===== src/rtl/jtag_tap_ctrl_pkg.sv =====
// jtag_pkg: TAP state encodings and the 1149.1 next-state function
package jtag_pkg;
  typedef enum logic [3:0] {
    TLR      = 4'hF,
    RTI      = 4'hC,
    SEL_DR   = 4'h7,
    CAP_DR   = 4'h6,
    SHIFT_DR = 4'h2,
    EXIT1_DR = 4'h1,
    PAUSE_DR = 4'h3,
    EXIT2_DR = 4'h0,
    UPD_DR   = 4'h5,
    SEL_IR   = 4'h4,
    CAP_IR   = 4'hE,
    SHIFT_IR = 4'hA,
    EXIT1_IR = 4'h9,
    PAUSE_IR = 4'hB,
    EXIT2_IR = 4'h8,
    UPD_IR   = 4'hD
  } tap_state_e;

  function automatic tap_state_e tap_next(tap_state_e s, logic tms);
    tap_state_e n;
    case (s)
      TLR:      n = tms ? TLR      : RTI;
      RTI:      n = tms ? SEL_DR   : RTI;
      SEL_DR:   n = tms ? SEL_IR   : CAP_DR;
      CAP_DR:   n = tms ? EXIT1_DR : SHIFT_DR;
      SHIFT_DR: n = tms ? EXIT1_DR : SHIFT_DR;
      EXIT1_DR: n = tms ? UPD_DR   : PAUSE_DR;
      PAUSE_DR: n = tms ? EXIT2_DR : PAUSE_DR;
      EXIT2_DR: n = tms ? UPD_DR   : SHIFT_DR;
      UPD_DR:   n = tms ? SEL_DR   : RTI;
      SEL_IR:   n = tms ? TLR      : CAP_IR;
      CAP_IR:   n = tms ? EXIT1_IR : SHIFT_IR;
      SHIFT_IR: n = tms ? EXIT1_IR : SHIFT_IR;
      EXIT1_IR: n = tms ? UPD_IR   : PAUSE_IR;
      PAUSE_IR: n = tms ? EXIT2_IR : PAUSE_IR;
      EXIT2_IR: n = tms ? UPD_IR   : SHIFT_IR;
      UPD_IR:   n = tms ? SEL_DR   : RTI;
      default:  n = TLR;
    endcase
    return n;
  endfunction
endpackage


===== src/rtl/jtag_tap_ctrl_if.sv =====
// jtag_tap_ctrl_if: JTAG pins plus IR/DR chain control bundle
interface jtag_tap_ctrl_if;
  logic       tck;
  logic       tms;
  logic       tdi;
  logic       tdo;
  logic       tdo_en;
  logic       s_data_out;
  logic       ir_s_data_in;
  logic       dr_s_data_in;
  logic       shift_ir;
  logic       clk_ir;
  logic       update_ir;
  logic       shift_dr;
  logic       clk_dr;
  logic       update_dr;
  logic       tlr;
  logic [3:0] tap_state;
  modport master (
    output tck, tms, tdi, ir_s_data_in, dr_s_data_in,
    input  tdo, tdo_en, s_data_out, shift_ir, clk_ir, update_ir,
           shift_dr, clk_dr, update_dr, tlr, tap_state
  );
  modport slave (
    input  tck, tms, tdi, ir_s_data_in, dr_s_data_in,
    output tdo, tdo_en, s_data_out, shift_ir, clk_ir, update_ir,
           shift_dr, clk_dr, update_dr, tlr, tap_state
  );
endinterface


===== src/rtl/jtag_pin_sync.sv =====
// jtag_pin_sync: pin synchronizers and tck edge detect; JTAG_TCK_FILTER_EN adds a 2-cycle glitch filter
module jtag_pin_sync #(
  parameter int SYNC_STAGES = 2
) (
  input  logic ICLK,
  input  logic reset,
  input  logic tck,
  input  logic tms,
  input  logic tdi,
  output logic tck_rise,
  output logic tck_fall,
  output logic tms_s,
  output logic tdi_s
);
  logic [SYNC_STAGES-1:0] tck_q, tms_q, tdi_q;
  logic tck_s, hist;
  assign tck_s = tck_q[SYNC_STAGES-1];
  assign tms_s = tms_q[SYNC_STAGES-1];
  assign tdi_s = tdi_q[SYNC_STAGES-1];
  // synchronizer shift chains plus the history flop on synchronized tck
  always_ff @(posedge ICLK or negedge reset)
    if (!reset) begin
      tck_q <= '0;
      tms_q <= '0;
      tdi_q <= '0;
      hist  <= 1'b0;
    end else begin
      tck_q <= {tck_q[SYNC_STAGES-2:0], tck};
      tms_q <= {tms_q[SYNC_STAGES-2:0], tms};
      tdi_q <= {tdi_q[SYNC_STAGES-2:0], tdi};
      hist  <= tck_s;
    end
`ifdef JTAG_TCK_FILTER_EN
  logic lvl;
  // accepted tck level only follows once the synchronized level held for two cycles
  always_ff @(posedge ICLK or negedge reset)
    if (!reset) lvl <= 1'b0;
    else lvl <= (tck_s == hist) ? tck_s : lvl;
  assign tck_rise = tck_s & hist & ~lvl;
  assign tck_fall = ~tck_s & ~hist & lvl;
`else
  assign tck_rise = tck_s & ~hist;
  assign tck_fall = ~tck_s & hist;
`endif
endmodule


===== src/rtl/jtag_tap_ctrl.sv =====
// jtag_tap_ctrl: 1149.1 TAP controller in the ICLK domain (optional tck glitch filter: JTAG_TCK_FILTER_EN)
module jtag_tap_ctrl
  import jtag_pkg::*;
#(
  parameter int SYNC_STAGES = 2
) (
  input  logic            ICLK,
  input  logic            reset,
  jtag_tap_ctrl_if.slave  jtag
);
  tap_state_e state, state_nxt;
  logic tck_rise, tck_fall, tms_s, tdi_s;
  logic clk_ir_q, clk_dr_q, upd_ir_q, upd_dr_q, sh_ir_q, sh_dr_q, tdo_q, tdo_en_q;
  logic clk_ir_nxt, clk_dr_nxt, upd_ir_nxt, upd_dr_nxt, sh_ir_nxt, sh_dr_nxt, tdo_nxt, tdo_en_nxt;

  jtag_pin_sync #(.SYNC_STAGES(SYNC_STAGES)) u_sync (
    .ICLK     (ICLK),
    .reset    (reset),
    .tck      (jtag.tck),
    .tms      (jtag.tms),
    .tdi      (jtag.tdi),
    .tck_rise (tck_rise),
    .tck_fall (tck_fall),
    .tms_s    (tms_s),
    .tdi_s    (tdi_s)
  );

  // next state and strobes; strobes see the pre-transition state, shift levels lag the state by one cycle
  always_comb begin
    state_nxt  = tck_rise ? tap_next(state, tms_s) : state;
    clk_ir_nxt = tck_rise & (state == CAP_IR || state == SHIFT_IR);
    clk_dr_nxt = tck_rise & (state == CAP_DR || state == SHIFT_DR);
    upd_ir_nxt = tck_fall & (state == UPD_IR);
    upd_dr_nxt = tck_fall & (state == UPD_DR);
    sh_ir_nxt  = state == SHIFT_IR;
    sh_dr_nxt  = state == SHIFT_DR;
    tdo_nxt    = !tck_fall ? tdo_q :
                 state == SHIFT_IR ? jtag.ir_s_data_in :
                 state == SHIFT_DR ? jtag.dr_s_data_in : 1'b0;
    tdo_en_nxt = tck_fall ? (state == SHIFT_IR || state == SHIFT_DR) : tdo_en_q;
  end

  // state and registered outputs
  always_ff @(posedge ICLK or negedge reset)
    if (!reset) begin
      state    <= TLR;
      clk_ir_q <= 1'b0;
      clk_dr_q <= 1'b0;
      upd_ir_q <= 1'b0;
      upd_dr_q <= 1'b0;
      sh_ir_q  <= 1'b0;
      sh_dr_q  <= 1'b0;
      tdo_q    <= 1'b0;
      tdo_en_q <= 1'b0;
    end else begin
      state    <= state_nxt;
      clk_ir_q <= clk_ir_nxt;
      clk_dr_q <= clk_dr_nxt;
      upd_ir_q <= upd_ir_nxt;
      upd_dr_q <= upd_dr_nxt;
      sh_ir_q  <= sh_ir_nxt;
      sh_dr_q  <= sh_dr_nxt;
      tdo_q    <= tdo_nxt;
      tdo_en_q <= tdo_en_nxt;
    end

  assign jtag.clk_ir     = clk_ir_q;
  assign jtag.clk_dr     = clk_dr_q;
  assign jtag.update_ir  = upd_ir_q;
  assign jtag.update_dr  = upd_dr_q;
  assign jtag.shift_ir   = sh_ir_q;
  assign jtag.shift_dr   = sh_dr_q;
  assign jtag.tdo        = tdo_q;
  assign jtag.tdo_en     = tdo_en_q;
  assign jtag.s_data_out = tdi_s;
  assign jtag.tlr        = state == TLR;
  assign jtag.tap_state  = state;
endmodule

===== src/flat_wrapper.sv =====
// flat-port wrapper written by rule: the top's interface ports become plain ports
module jtag_tap_ctrl_flat import jtag_pkg::*;
#(
  parameter int SYNC_STAGES = 2
)
  (ICLK, reset, jtag_tck, jtag_tms, jtag_tdi, jtag_ir_s_data_in, jtag_dr_s_data_in, jtag_tdo, jtag_tdo_en, jtag_s_data_out, jtag_shift_ir, jtag_clk_ir, jtag_update_ir, jtag_shift_dr, jtag_clk_dr, jtag_update_dr, jtag_tlr, jtag_tap_state);
  jtag_tap_ctrl_if jtag_i ();
  input  logic ICLK;
  input  logic reset;
  input wire logic [$bits(jtag_i.tck)-1:0] jtag_tck;
  input wire logic [$bits(jtag_i.tms)-1:0] jtag_tms;
  input wire logic [$bits(jtag_i.tdi)-1:0] jtag_tdi;
  input wire logic [$bits(jtag_i.ir_s_data_in)-1:0] jtag_ir_s_data_in;
  input wire logic [$bits(jtag_i.dr_s_data_in)-1:0] jtag_dr_s_data_in;
  output wire logic [$bits(jtag_i.tdo)-1:0] jtag_tdo;
  output wire logic [$bits(jtag_i.tdo_en)-1:0] jtag_tdo_en;
  output wire logic [$bits(jtag_i.s_data_out)-1:0] jtag_s_data_out;
  output wire logic [$bits(jtag_i.shift_ir)-1:0] jtag_shift_ir;
  output wire logic [$bits(jtag_i.clk_ir)-1:0] jtag_clk_ir;
  output wire logic [$bits(jtag_i.update_ir)-1:0] jtag_update_ir;
  output wire logic [$bits(jtag_i.shift_dr)-1:0] jtag_shift_dr;
  output wire logic [$bits(jtag_i.clk_dr)-1:0] jtag_clk_dr;
  output wire logic [$bits(jtag_i.update_dr)-1:0] jtag_update_dr;
  output wire logic [$bits(jtag_i.tlr)-1:0] jtag_tlr;
  output wire logic [$bits(jtag_i.tap_state)-1:0] jtag_tap_state;
  assign jtag_i.tck = jtag_tck;
  assign jtag_i.tms = jtag_tms;
  assign jtag_i.tdi = jtag_tdi;
  assign jtag_i.ir_s_data_in = jtag_ir_s_data_in;
  assign jtag_i.dr_s_data_in = jtag_dr_s_data_in;
  assign jtag_tdo = jtag_i.tdo;
  assign jtag_tdo_en = jtag_i.tdo_en;
  assign jtag_s_data_out = jtag_i.s_data_out;
  assign jtag_shift_ir = jtag_i.shift_ir;
  assign jtag_clk_ir = jtag_i.clk_ir;
  assign jtag_update_ir = jtag_i.update_ir;
  assign jtag_shift_dr = jtag_i.shift_dr;
  assign jtag_clk_dr = jtag_i.clk_dr;
  assign jtag_update_dr = jtag_i.update_dr;
  assign jtag_tlr = jtag_i.tlr;
  assign jtag_tap_state = jtag_i.tap_state;
  jtag_tap_ctrl #(.SYNC_STAGES(SYNC_STAGES)) u_core (.ICLK(ICLK), .reset(reset), .jtag(jtag_i));
endmodule

===== config.mk =====
export PLATFORM = sky130hd
export DESIGN_NAME = jtag_tap_ctrl_flat
export DESIGN_NICKNAME = d
export VERILOG_FILES = /design/src/rtl/jtag_tap_ctrl_pkg.sv /design/src/rtl/jtag_tap_ctrl_if.sv /design/src/rtl/jtag_pin_sync.sv /design/src/rtl/jtag_tap_ctrl.sv /design/src/flat_wrapper.sv
export SDC_FILE = /design/constraint.sdc
export NUM_CORES = 1
export LEC_CHECK = 0
export BUFFER_PORTS_ARGS = -buffer_cell sky130_fd_sc_hd__buf_4
export CAP_MARGIN = 10
export CELL_PAD_IN_SITES_DETAIL_PLACEMENT = 0
export CELL_PAD_IN_SITES_GLOBAL_PLACEMENT = 1
export CORE_MARGIN = 10
export CORE_UTILIZATION = 30
export CTS_BUF_LIST = sky130_fd_sc_hd__clkbuf_16
export CTS_CLUSTER_DIAMETER = 100
export DETAILED_ROUTE_END_ITERATION = 12
export PLACE_DENSITY = 0.7
export SLEW_MARGIN = 20
export SYNTH_ARGS = -nofsm -noshare
export SYNTH_HDL_FRONTEND = slang
export SYNTH_SLANG_ARGS = --single-unit

===== constraint.sdc =====
create_clock -name ICLK -period 1.45 [get_ports ICLK]
set_input_delay 0.0725 -clock ICLK [delete_from_list [all_inputs] [get_ports ICLK]]
set_output_delay 0.0725 -clock ICLK [all_outputs]
set_load 0.02 [all_outputs]

==> run_results.csv, run 1 <==
group,metric,value,unit
outcome,status,"complete, no violations",
synth,syn_nets,72,
setup_path,critPathKind,"reg2out",
synth,yosys.area_share.simple,18.61,%
routing,first_pass_iters,4,
global_route,grt_pass1_wl,2808,µm
clocking,root_buffer,"clkbuf_16",
synth,synth_common_cells,"dfrtp_1 (15), nand2_1 (7), nor2_1 (7)",
setup_path,r2r-end,"u_core.jtag.tap_state[3]",
sta,finalCritPeriodShare,91.32,%
power_and_ir_drop,p_leak,0.5195,nW
global_route,overflow,0,
place,dp.cells,112,
final_layout,diodes,0,
sta,period_minus_slack,1.324,ns
routing,wl_per_cell,13.15,µm
floorplanning,ios,21,
synth,synth_compound_area_share,10.52,%
synth,synthAdderAreaFrac,0,%
sta,max_clock_freq,755.2,MHz
floorplanning,coreArea,2477,µm²
final_layout,stdcell_count,123,
global_route,grt_pass1_vias,575,
synth,synth_area_leaders,"dfrtp_1 (49%), dfstp_2 (14%), nand2_1 (3.4%)",
synth,muxShareOfSynthArea,2.751,%
run,drv_cap,0,
min_path,hold_end,"u_core.jtag.tdo",
synth,syn_inst,65,
global_route,track_usage,6.933,%
clocking,cts-resized-gates,0,
sta,fin_tns_setup,0,ns
min_path,hold_depth,3,
setup_path,crit_path_end_kind,"primary output",
clocking,clock_path_buffers,2,
routing,routed_via_density,4.667,
setup_path,critPathLaunchType,"flop",
synth,synth_xor_area_share,0,%
setup_path,cp_max_fo,9,
floorplanning,die-area,5008,µm²
sta,rsz0062_at_grt,"no",
setup_path,ff2ff_path_depth,3,
sta,relSlewSlack,84.35,%
synth,synth.most_common_cell,"dfrtp_1",
sta,worst_pin_slew,0.2348,ns
synth,synth_cell_types,27,
synth,synth_edf_count,0,
setup_path,arrival,1.25,ns
sta,finalSetupViolCount,0,
synth,synth_area,773.2,µm²
power_and_ir_drop,total_power,2.065,mW
final_layout,fill_cells,253,
sta,drv_slew,0,
routing,vias,574,
final_layout,layout-drive-gt1-share,39.78,%
synth,synth_top_area_cell,"dfrtp_1",
power_and_ir_drop,p_per_area,1917,nW/µm²
synth,synth_top_family_by_area,"simple AND/OR/NAND/NOR gates",
synth,yosysWarnings,0,
global_route,grt_start_max_net_pins,20,
synth,avgSynthCellArea,11.90,µm²
clocking,clk_latency,0.25,ns
setup_path,worstPathRequired,1.38,ns
routing,wl,1618,µm
power_and_ir_drop,peakVddDrop,0.0008558,V
synth,synth_top_area_share,48.54,%
clocking,path_clk_slew,0.05,ns
floorplanning,dieHeight,70.77,µm
setup_path,r2r_start,"u_core.jtag.tap_state[1]",
routing,drtAntennaViolNets,0,
place,io_buffers,20,
final_layout,final_util,43.48,%
routing,route.detailed.drc,0,
place,gp_congestion,0.7672,
clocking,cts_tree,"yes",
clocking,htree_levels,1,
synth,ys_seq_area_share,62.14,%
clocking,numCtsBuffers,3,
min_path,hp-class,"in2reg",
synth,ys.flop_type,"dfrtp_1",
floorplanning,rows,18,
setup_path,rrSetupSlack,0.23,ns
floorplanning,start_util,31.21,%
synth,async_flop_share,100.0,%
final_layout,synthToLayoutAreaGrowth,39.32,%
sta,finClkSkew,0.001290,ns
final_layout,final_nets,101,
place,dp_hpwl,1163,µm
min_path,hp-start,"jtag_dr_s_data_in",
clocking,clock_sink_count,19,
sta,hold_viol_final,0,
synth,synth-seq-cells,19,
floorplanning,die_w,70.77,µm
routing,drtIter0Drc,12,
global_route,antenna_found_initial,0,
==> cells in the final DEF, fill, tap and decap left out, types with 2 or more instances in the layout <==
cell type and count:
clkbuf_16 3, a21oi_1 2, nor2_1 7, dfrtp_1 15
dfstp_2 4, dlygate4sd3_1 4, buf_4 24, nand2_1 7
o21ai_0 5, nor3b_2 2, inv_1 3
==> sequential cells by signal (all words and copies together), names as in the netlist <==
register / flops
u_core.jtag.shift_ir: 1
u_core.u_sync.tdi_q: 2
u_core.jtag.update_ir: 1
u_core.u_sync.hist: 1
u_core.jtag.update_dr: 1
u_core.u_sync.tms_q: 2
u_core.jtag.clk_ir: 1
u_core.jtag.tap_state: 4
u_core.jtag.clk_dr: 1
u_core.jtag.tdo_en: 1
u_core.u_sync.tck_q: 2
u_core.jtag.tdo: 1
u_core.jtag.shift_dr: 1
==> logic make-up (layout without fill, tap and decap cells) <==
family,Yosys count,count (layout)
AOI/OAI and AO/OA,13,13
DFF,19,19
muxes,2,2
and+or+nand+nor,24,24
buffers and inverters,7,35
==> power by group <==
part,switching (mW),internal (mW),total (mW)
clock network,0.184,0.366,0.550
logic,0.366,0.337,0.703
registers,0.137,0.675,0.812
==> worst max-delay path by stage <==
stage,slack (ns),cells after the start,from,endpoint
detailed placement,0.25,3,u_core.jtag.tap_state[1],u_core.jtag.tap_state[3]
global route,0.02,3,u_core.jtag.tap_state[2],jtag_tlr
global placement,0.24,3,u_core.jtag.tap_state[1],u_core.jtag.tap_state[3]
finish,0.13,4,u_core.jtag.tap_state[0],jtag_tlr
CTS,0.09,3,u_core.jtag.tap_state[3],jtag_tlr
floorplan,0.10,4,u_core.jtag.tap_state[0],u_core.jtag.update_dr
==> metal layers <==
layer	wire length (µm)	GRT usage, %	vias to the layer above
met4	46	3.871	0
met5	0	0	-
li1	-	-	275
met1	690	7.568	263
met2	725	10.48	29
met3	155	3.766	7
==> worst max-delay path: stages (launching register included) <==
cell     delay, ns
dfstp_2       0.55
buf_4         0.15
nand2_1       0.06
nor2_1        0.10
buf_4         0.15
==> through the flow <==
stage	cell area (µm²)	worst slack [ns]	hold WS [ns]
2_1_floorplan	773.2	0.1022	-0.2231
3_3_place_gp	935.9	0.2383	-0.04806
3_5_place_dp	935.9	0.2464	-0.03990
4_1_cts	1055	0.08817	0.1701
5_1_grt	1077	0.02178	0.2007
6_report	1077	0.1259	0.1644
==> area by class of cell <==
cell class	count	area (µm²)	area share, %
multi-input cells	39	246.5	22.88
repair buffers	28	220.2	20.44
inverters	3	13.76	1.278
clock inverters	1	3.754	0.3484
flip-flops and latches	19	480.5	44.60
clock buffers	3	75.07	6.969
well taps	30	37.54	3.484
==> timing repair <==
action                                 in CTS  in global routing
endpoints found under the hold margin      22                  0
setup endpoints to repair                   0                  1
setup buffers                               0                  3
hold buffers                                4                  0
Note: power is estimated with default switching activity, not from simulation.
==> run 2, diff against run 1 <==
Clock period 1.45 ns to 1.3 ns, I/O delays scaled along.
==> run_results.csv, run 2 (synthesized netlist as in run 1, its figures left out) <==
group,metric,value,unit
outcome,status,"complete, no violations",
final_layout,synthToLayoutAreaGrowth,44.17,%
sta,hold_viol_final,0,
sta,finalSetupViolCount,0,
setup_path,critPathKind,"reg2reg",
sta,finalCritPeriodShare,98.01,%
floorplanning,rows,18,
power_and_ir_drop,switching_share,34.11,%
place,dp.cells,114,
floorplanning,ios,21,
routing,first_pass_iters,4,
setup_path,critPathLaunchType,"flop",
sta,finClkSkew,0.002863,ns
routing,wl,1817,µm
min_path,hp-class,"in2reg",
final_layout,final_common_cell,"buf_4",
clocking,htree_levels,1,
place,gp_congestion,0.7102,
global_route,overflow,0,
routing,drtAntennaViolNets,0,
floorplanning,start_util,31.21,%
sta,worst_pin_slew,0.2339,ns
routing,route.detailed.drc,0,
setup_path,slowest_delay,0.62,ns
power_and_ir_drop,p_per_area,2212,nW/µm²
routing,vias,601,
global_route,track_usage,6.977,%
power_and_ir_drop,intPower,1.625,mW
global_route,grt_start_max_net_pins,20,
power_and_ir_drop,p_comb_share,39.9,%
final_layout,diodes,0,
final_layout,stdcell_count,126,
floorplanning,coreArea,2477,µm²
floorplanning,die_w,70.77,µm
clocking,root_buffer,"clkbuf_16",
sta,holdWs,0.1553,ns
power_and_ir_drop,peakVddDrop,0.001142,V
place,io_buffers,20,
final_layout,final_nets,104,
sta,drv_slew,0,
floorplanning,dieHeight,70.77,µm
setup_path,slowest_stage,"dfstp_2",
setup_path,cp_max_fo,7,
setup_path,worstPathCellList,"buf_12 > nor3b_2 > nand2_1 > mux2_2",
final_layout,largest_register_ffs,4,
setup_path,worstPathRequired,1.48,ns
run,drv_cap,0,
final_layout,final_cell_mix,"buf_4 (26), dfrtp_1 (15), nand2_1 (7)",
sta,period_minus_slack,1.274,ns
global_route,grt_pass1_wl,2766,µm
global_route,grt_pass1_vias,597,
setup_path,crit_path_end_kind,"flop",
routing,drtIter0Drc,17,
power_and_ir_drop,p_sw,0.8413,mW
floorplanning,die-area,5008,µm²
clocking,path_clk_slew,0.05,ns
routing,routed_via_density,4.770,
clocking,numCtsBuffers,3,
setup_path,arrival,1.45,ns
power_and_ir_drop,p_clk_share,25.2,%
place,dp_hpwl,1193,µm
sta,relSlewSlack,84.34,%
final_layout,fill_cells,244,
power_and_ir_drop,p_leak,0.5386,nW
routing,wl_per_cell,14.42,µm
clocking,clock_sink_count,19,
power_and_ir_drop,pwr-share-seq,35.0,%
clocking,cts_tree,"yes",
global_route,antenna_found_initial,0,
clocking,clock_path_buffers,2,
final_layout,layout-drive-gt1-share,42.71,%
sta,max_clock_freq,784.8,MHz
clocking,clk_latency,0.25,ns
[run 2: cell types whose count changed in the layout (fill, tap and decap cells not counted)]
cell    change
buf_12      +1
buf_4       +2
nor2_1      -1
nor2_2      +1
[run 2: path summary, 6_finish.rpt]
| check | start | end | slack, ns | cells past startpoint |
|---|---|---|---|---|
| setup reg to reg | u_core.jtag.tap_state[1] | u_core.jtag.tap_state[3] | 0.03 | 4 |
| max in group asynchronous | reset | u_core.jtag.tap_state[3] | 0.82 | 2 |
| setup / recovery | u_core.jtag.tap_state[1] | u_core.jtag.tap_state[3] | 0.03 | 4 |
| min in group asynchronous | reset | u_core.jtag.shift_ir | 0.22 | 2 |
| hold reg to reg | u_core.u_sync.tms_q[0] | u_core.u_sync.tms_q[1] | 0.35 | 0 |
| hold / removal | jtag_dr_s_data_in | u_core.jtag.tdo | 0.16 | 3 |
[run 2: final cells by class]
cell class | instances | area [µm²] | share of cell area [%]
clock buffer | 3 | 75.07 | 6.734
clock inverter | 1 | 3.754 | 0.3367
timing repair buffer | 31 | 255.2 | 22.90
sequential | 19 | 480.5 | 43.10
tap | 30 | 37.54 | 3.367
inverter | 3 | 13.76 | 1.235
multi-input combinational | 39 | 249.0 | 22.33
[run 2: power groups by stage]
stage / clock network, mW / registers (mW) / logic [mW]
after floorplan: 0 / 0.950 / 0.443
after global placement: 0 / 0.909 / 0.771
after detailed placement: 0 / 0.916 / 0.774
after CTS: 0.633 / 0.882 / 0.861
after global routing: 0.666 / 0.875 / 1.06
final: 0.621 / 0.863 / 0.983
[run 2: worst max-delay path, delay by kind of cell (launching register included)]
kind                   cells  cell delay, ns
AND/OR/NAND/NOR            2            0.13
multiplexers               1            0.32
flip-flops                 1            0.62
buffers and inverters      1            0.13
[run 2: metrics by stage]
| step | utilization, % | setup slack, ns | power, mW | area [µm²] | setup TNS, ns |
|---|---|---|---|---|---|
| final | 45.00 | 0.02585 | 2.466 | 1115 | 0 |
| after global routing | 45.00 | -0.002503 | 2.604 | 1115 | -0.002968 |
| after CTS | 43.79 | 0.01558 | 2.376 | 1085 | 0 |
| after detailed placement | 38.38 | 0.09632 | 1.690 | 950.9 | 0 |
| after global placement | 38.38 | 0.1020 | 1.680 | 950.9 | 0 |
| after floorplan | - | -0.02783 | 1.393 | 773.2 | -0.02783 |
[run 2: per-layer routing]
layer	share of wire (%)	up-vias	track usage, %
li1	-	283	-
met5	0	-	0
met3	12	5	5.021
met2	46	34	10.29
met4	2.3	0	3.871
met1	40	279	7.131
[run 2: repair_timing]
| action | in CTS | in global routing |
|---|---|---|
| buffers inserted | 3 | 2 |
| gates resized for setup | 0 | 1 |
| setup endpoints to repair | 1 | 2 |
| hold buffers | 4 | 0 |
| endpoints found under the hold margin | 22 | 0 |
==> run 3, diff against run 2 <==
Settings changed: ABC_AREA set to 1, PLACE_DENSITY 0.7 to 0.73.
==> run_results.csv, run 3 <==
group,metric,value,unit
outcome,status,"complete, no violations",
routing,vias,614,
synth,synth.most_common_cell,"nand2_1",
clocking,root_buffer,"clkbuf_16",
min_path,hp-start,"jtag_ir_s_data_in",
routing,route.detailed.drc,0,
setup_path,ff2ff_path_depth,7,
power_and_ir_drop,pwr-share-seq,37.1,%
clocking,cts_tree,"yes",
sta,period_minus_slack,1.232,ns
synth,synth_common_cells,"nand2_1 (20), dfrtp_1 (15), nor2_1 (13)",
synth,synth_compound_area_share,6.515,%
clocking,path_clk_slew,0.05,ns
place,placed_area,952.2,µm²
floorplanning,coreArea,2455,µm²
synth,ys_seq_area_share,62.54,%
power_and_ir_drop,total_power,2.185,mW
place,pre_cts_ws,0.1262,ns
routing,wl_per_cell,11.24,µm
final_layout,diodes,0,
min_path,hold_end,"u_core.jtag.tdo",
setup_path,arrival,1.17,ns
synth,yosys.area_share.simple,24.10,%
floorplanning,dieHeight,70.61,µm
setup_path,crit_path_end_kind,"primary output",
floorplanning,die_w,70.61,µm
global_route,overflow,0,
synth,synth_edf_count,0,
sta,worst_pin_slew,0.2357,ns
setup_path,crit_buf_inv,1,
setup_path,worstPathCellList,"nand2_2 > nor2_4 > buf_4",
sta,max_clock_freq,811.9,MHz
global_route,grt_pass1_wl,2953,µm
routing,wl,1585,µm
final_layout,fill_cells,245,
synth,synth_top_area_cell,"dfrtp_1",
clocking,numCtsBuffers,3,
setup_path,slowest_stage,"dfstp_2",
power_and_ir_drop,p_leak,0.5679,nW
synth,syn_nets,89,
synth,syn_inst,82,
routing,routed_via_density,4.355,
sta,timing.final.ws_setup,0.06831,ns
synth,synth-seq-cells,19,
synth,synth_area,768.2,µm²
final_layout,largest_register_ffs,4,
power_and_ir_drop,peakVddDrop,0.001208,V
final_layout,layout-drive-gt1-share,36.94,%
synth,avgSynthCellArea,9.369,µm²
sta,hold_viol_final,0,
sta,finClkSkew,0.002562,ns
setup_path,worstPathRequired,1.24,ns
power_and_ir_drop,intPower,1.434,mW
place,dp_hpwl,1222,µm
global_route,track_usage,7.159,%
floorplanning,rows,18,
setup_path,critPathLaunchType,"flop",
run,drv_cap,0,
final_layout,synthToLayoutAreaGrowth,42.35,%
min_path,hold_depth,5,
synth,synth_top_family_by_area,"simple AND/OR/NAND/NOR gates",
power_and_ir_drop,p_clk_share,27.9,%
power_and_ir_drop,switching_share,34.35,%
sta,finalCritPeriodShare,94.75,%
setup_path,critPathTopFamily,"flip-flops",
synth,synthAdderAreaFrac,0,%
place,gp_congestion,0.8038,
synth,muxShareOfSynthArea,0,%
setup_path,rrSetupSlack,0.11,ns
setup_path,critPathKind,"reg2out",
routing,drtAntennaViolNets,0,
clocking,clock_path_buffers,2,
global_route,grt_start_max_net_pins,20,
clocking,clk_latency,0.25,ns
setup_path,r2r-end,"u_core.jtag.tap_state[3]",
final_layout,final_common_cell,"buf_4",
floorplanning,die-area,4985,µm²
synth,async_flop_share,100.0,%
setup_path,cp_max_fo,7,
global_route,grt_pass1_vias,674,
floorplanning,start_util,31.29,%
final_layout,final_area,1094,µm²
clocking,clock_sink_count,19,
synth,ys.flop_type,"dfrtp_1",
final_layout,final_cell_mix,"buf_4 (21), nand2_1 (19), dfrtp_1 (15)",
routing,drtIter0Drc,5,
sta,rsz0062_at_grt,"no",
place,io_buffers,20,
min_path,hp-class,"in2reg",
routing,first_pass_iters,4,
synth,synth_xor_area_share,0,%
sta,drv_slew,0,
power_and_ir_drop,p_sw,0.7506,mW
power_and_ir_drop,p_per_area,1998,nW/µm²
global_route,antenna_found_initial,0,
setup_path,r2r_start,"u_core.jtag.tap_state[2]",
power_and_ir_drop,p_comb_share,35.0,%
sta,finalSetupViolCount,0,
floorplanning,ios,21,
clocking,htree_levels,1,
synth,yosysWarnings,0,
synth,synth_area_leaders,"dfrtp_1 (49%), dfstp_2 (14%), nand2_1 (9.8%)",
sta,relSlewSlack,84.14,%
synth,synth_top_area_share,48.86,%
synth,synth_cell_types,17,
final_layout,final_nets,119,
sta,fin_tns_setup,0,ns
setup_path,slowest_delay,0.60,ns
==> run 3: cell types whose count changed after synthesis, moves of 3 or more <==
| cell | change |
|---|---|
| nand2_1 | +13 |
| nand2_2 | +3 |
| nand3_1 | +5 |
| inv_1 | +4 |
| inv_2 | +5 |
| o21ai_0 | -5 |
| nor2_1 | +6 |
==> run 3: kinds of logic (layout without fill, tap and decap cells) <==
| group | count (synthesis) | in the layout |
|---|---|---|
| and+or+nand+nor | 44 | 44 |
| buffers and inverters | 12 | 41 |
| AOI/OAI and AO/OA | 7 | 7 |
| DFF | 19 | 19 |
==> run 3: how the worst max path moves through the flow <==
stage                        startpoint                       end  slack, ns  cells past startpoint
6_report       u_core.jtag.tap_state[1]                  jtag_tlr       0.07                      3
5_1_grt        u_core.jtag.tap_state[2]  u_core.jtag.tap_state[3]      0.003                      7
4_1_cts        u_core.jtag.tap_state[1]                  jtag_tlr       0.02                      3
3_5_place_dp   u_core.jtag.tap_state[2]  u_core.jtag.tap_state[0]       0.13                      4
3_3_place_gp   u_core.jtag.tap_state[2]  u_core.jtag.tap_state[1]       0.14                      6
2_1_floorplan  u_core.jtag.tap_state[2]  u_core.jtag.tap_state[1]       0.05                      6
==> run 3: cell type report <==
| type | instances | area, µm² | area share, % |
|---|---|---|---|
| clock buffer | 3 | 75.07 | 6.865 |
| clock inverter | 1 | 5.005 | 0.4577 |
| inverter | 11 | 41.29 | 3.776 |
| multi-input combinational | 51 | 245.2 | 22.43 |
| sequential | 19 | 480.5 | 43.94 |
| tap | 30 | 37.54 | 3.432 |
| timing repair buffer | 26 | 209.0 | 19.11 |
==> run 3: timing repair <==
item,CTS,global route
hold buffers,4,0
buffers inserted,2,0
setup endpoints to repair,1,2
endpoints found under the hold margin,22,0
resized for setup,0,2
==> run 3: per-layer routing <==
layer  wire, µm  global-route usage [%]
met1        651                   7.033
met2        756                   11.68
met3        158                   4.742
met4         18                   3.011
met5          0                       0
==> run 3: worst register-to-register path, delay by kind of cell, from the launching register on <==
family        cells  cell delay, ns
flops             1            0.55
simple gates      5            0.35
buf+inv           2            0.23
==> run 3: power groups by stage <==
stage	Combinational, mW	Clock, mW	Sequential, mW
after global placement	0.657	0	0.865
after detailed placement	0.653	0	0.872
after CTS	0.766	0.625	0.807
after global routing	0.860	0.655	0.832
final	0.765	0.609	0.811
after floorplan	0.388	0	0.915
==> run 3: through the flow <==
stage	std cells	util (%)	hold slack [ns]
2_1_floorplan	82	-	-0.2306
3_3_place_gp	131	38.79	-0.05095
3_5_place_dp	131	38.79	-0.04802
4_1_cts	141	44.29	0.1544
5_1_grt	141	44.55	0.1953
6_report	141	44.55	0.1537
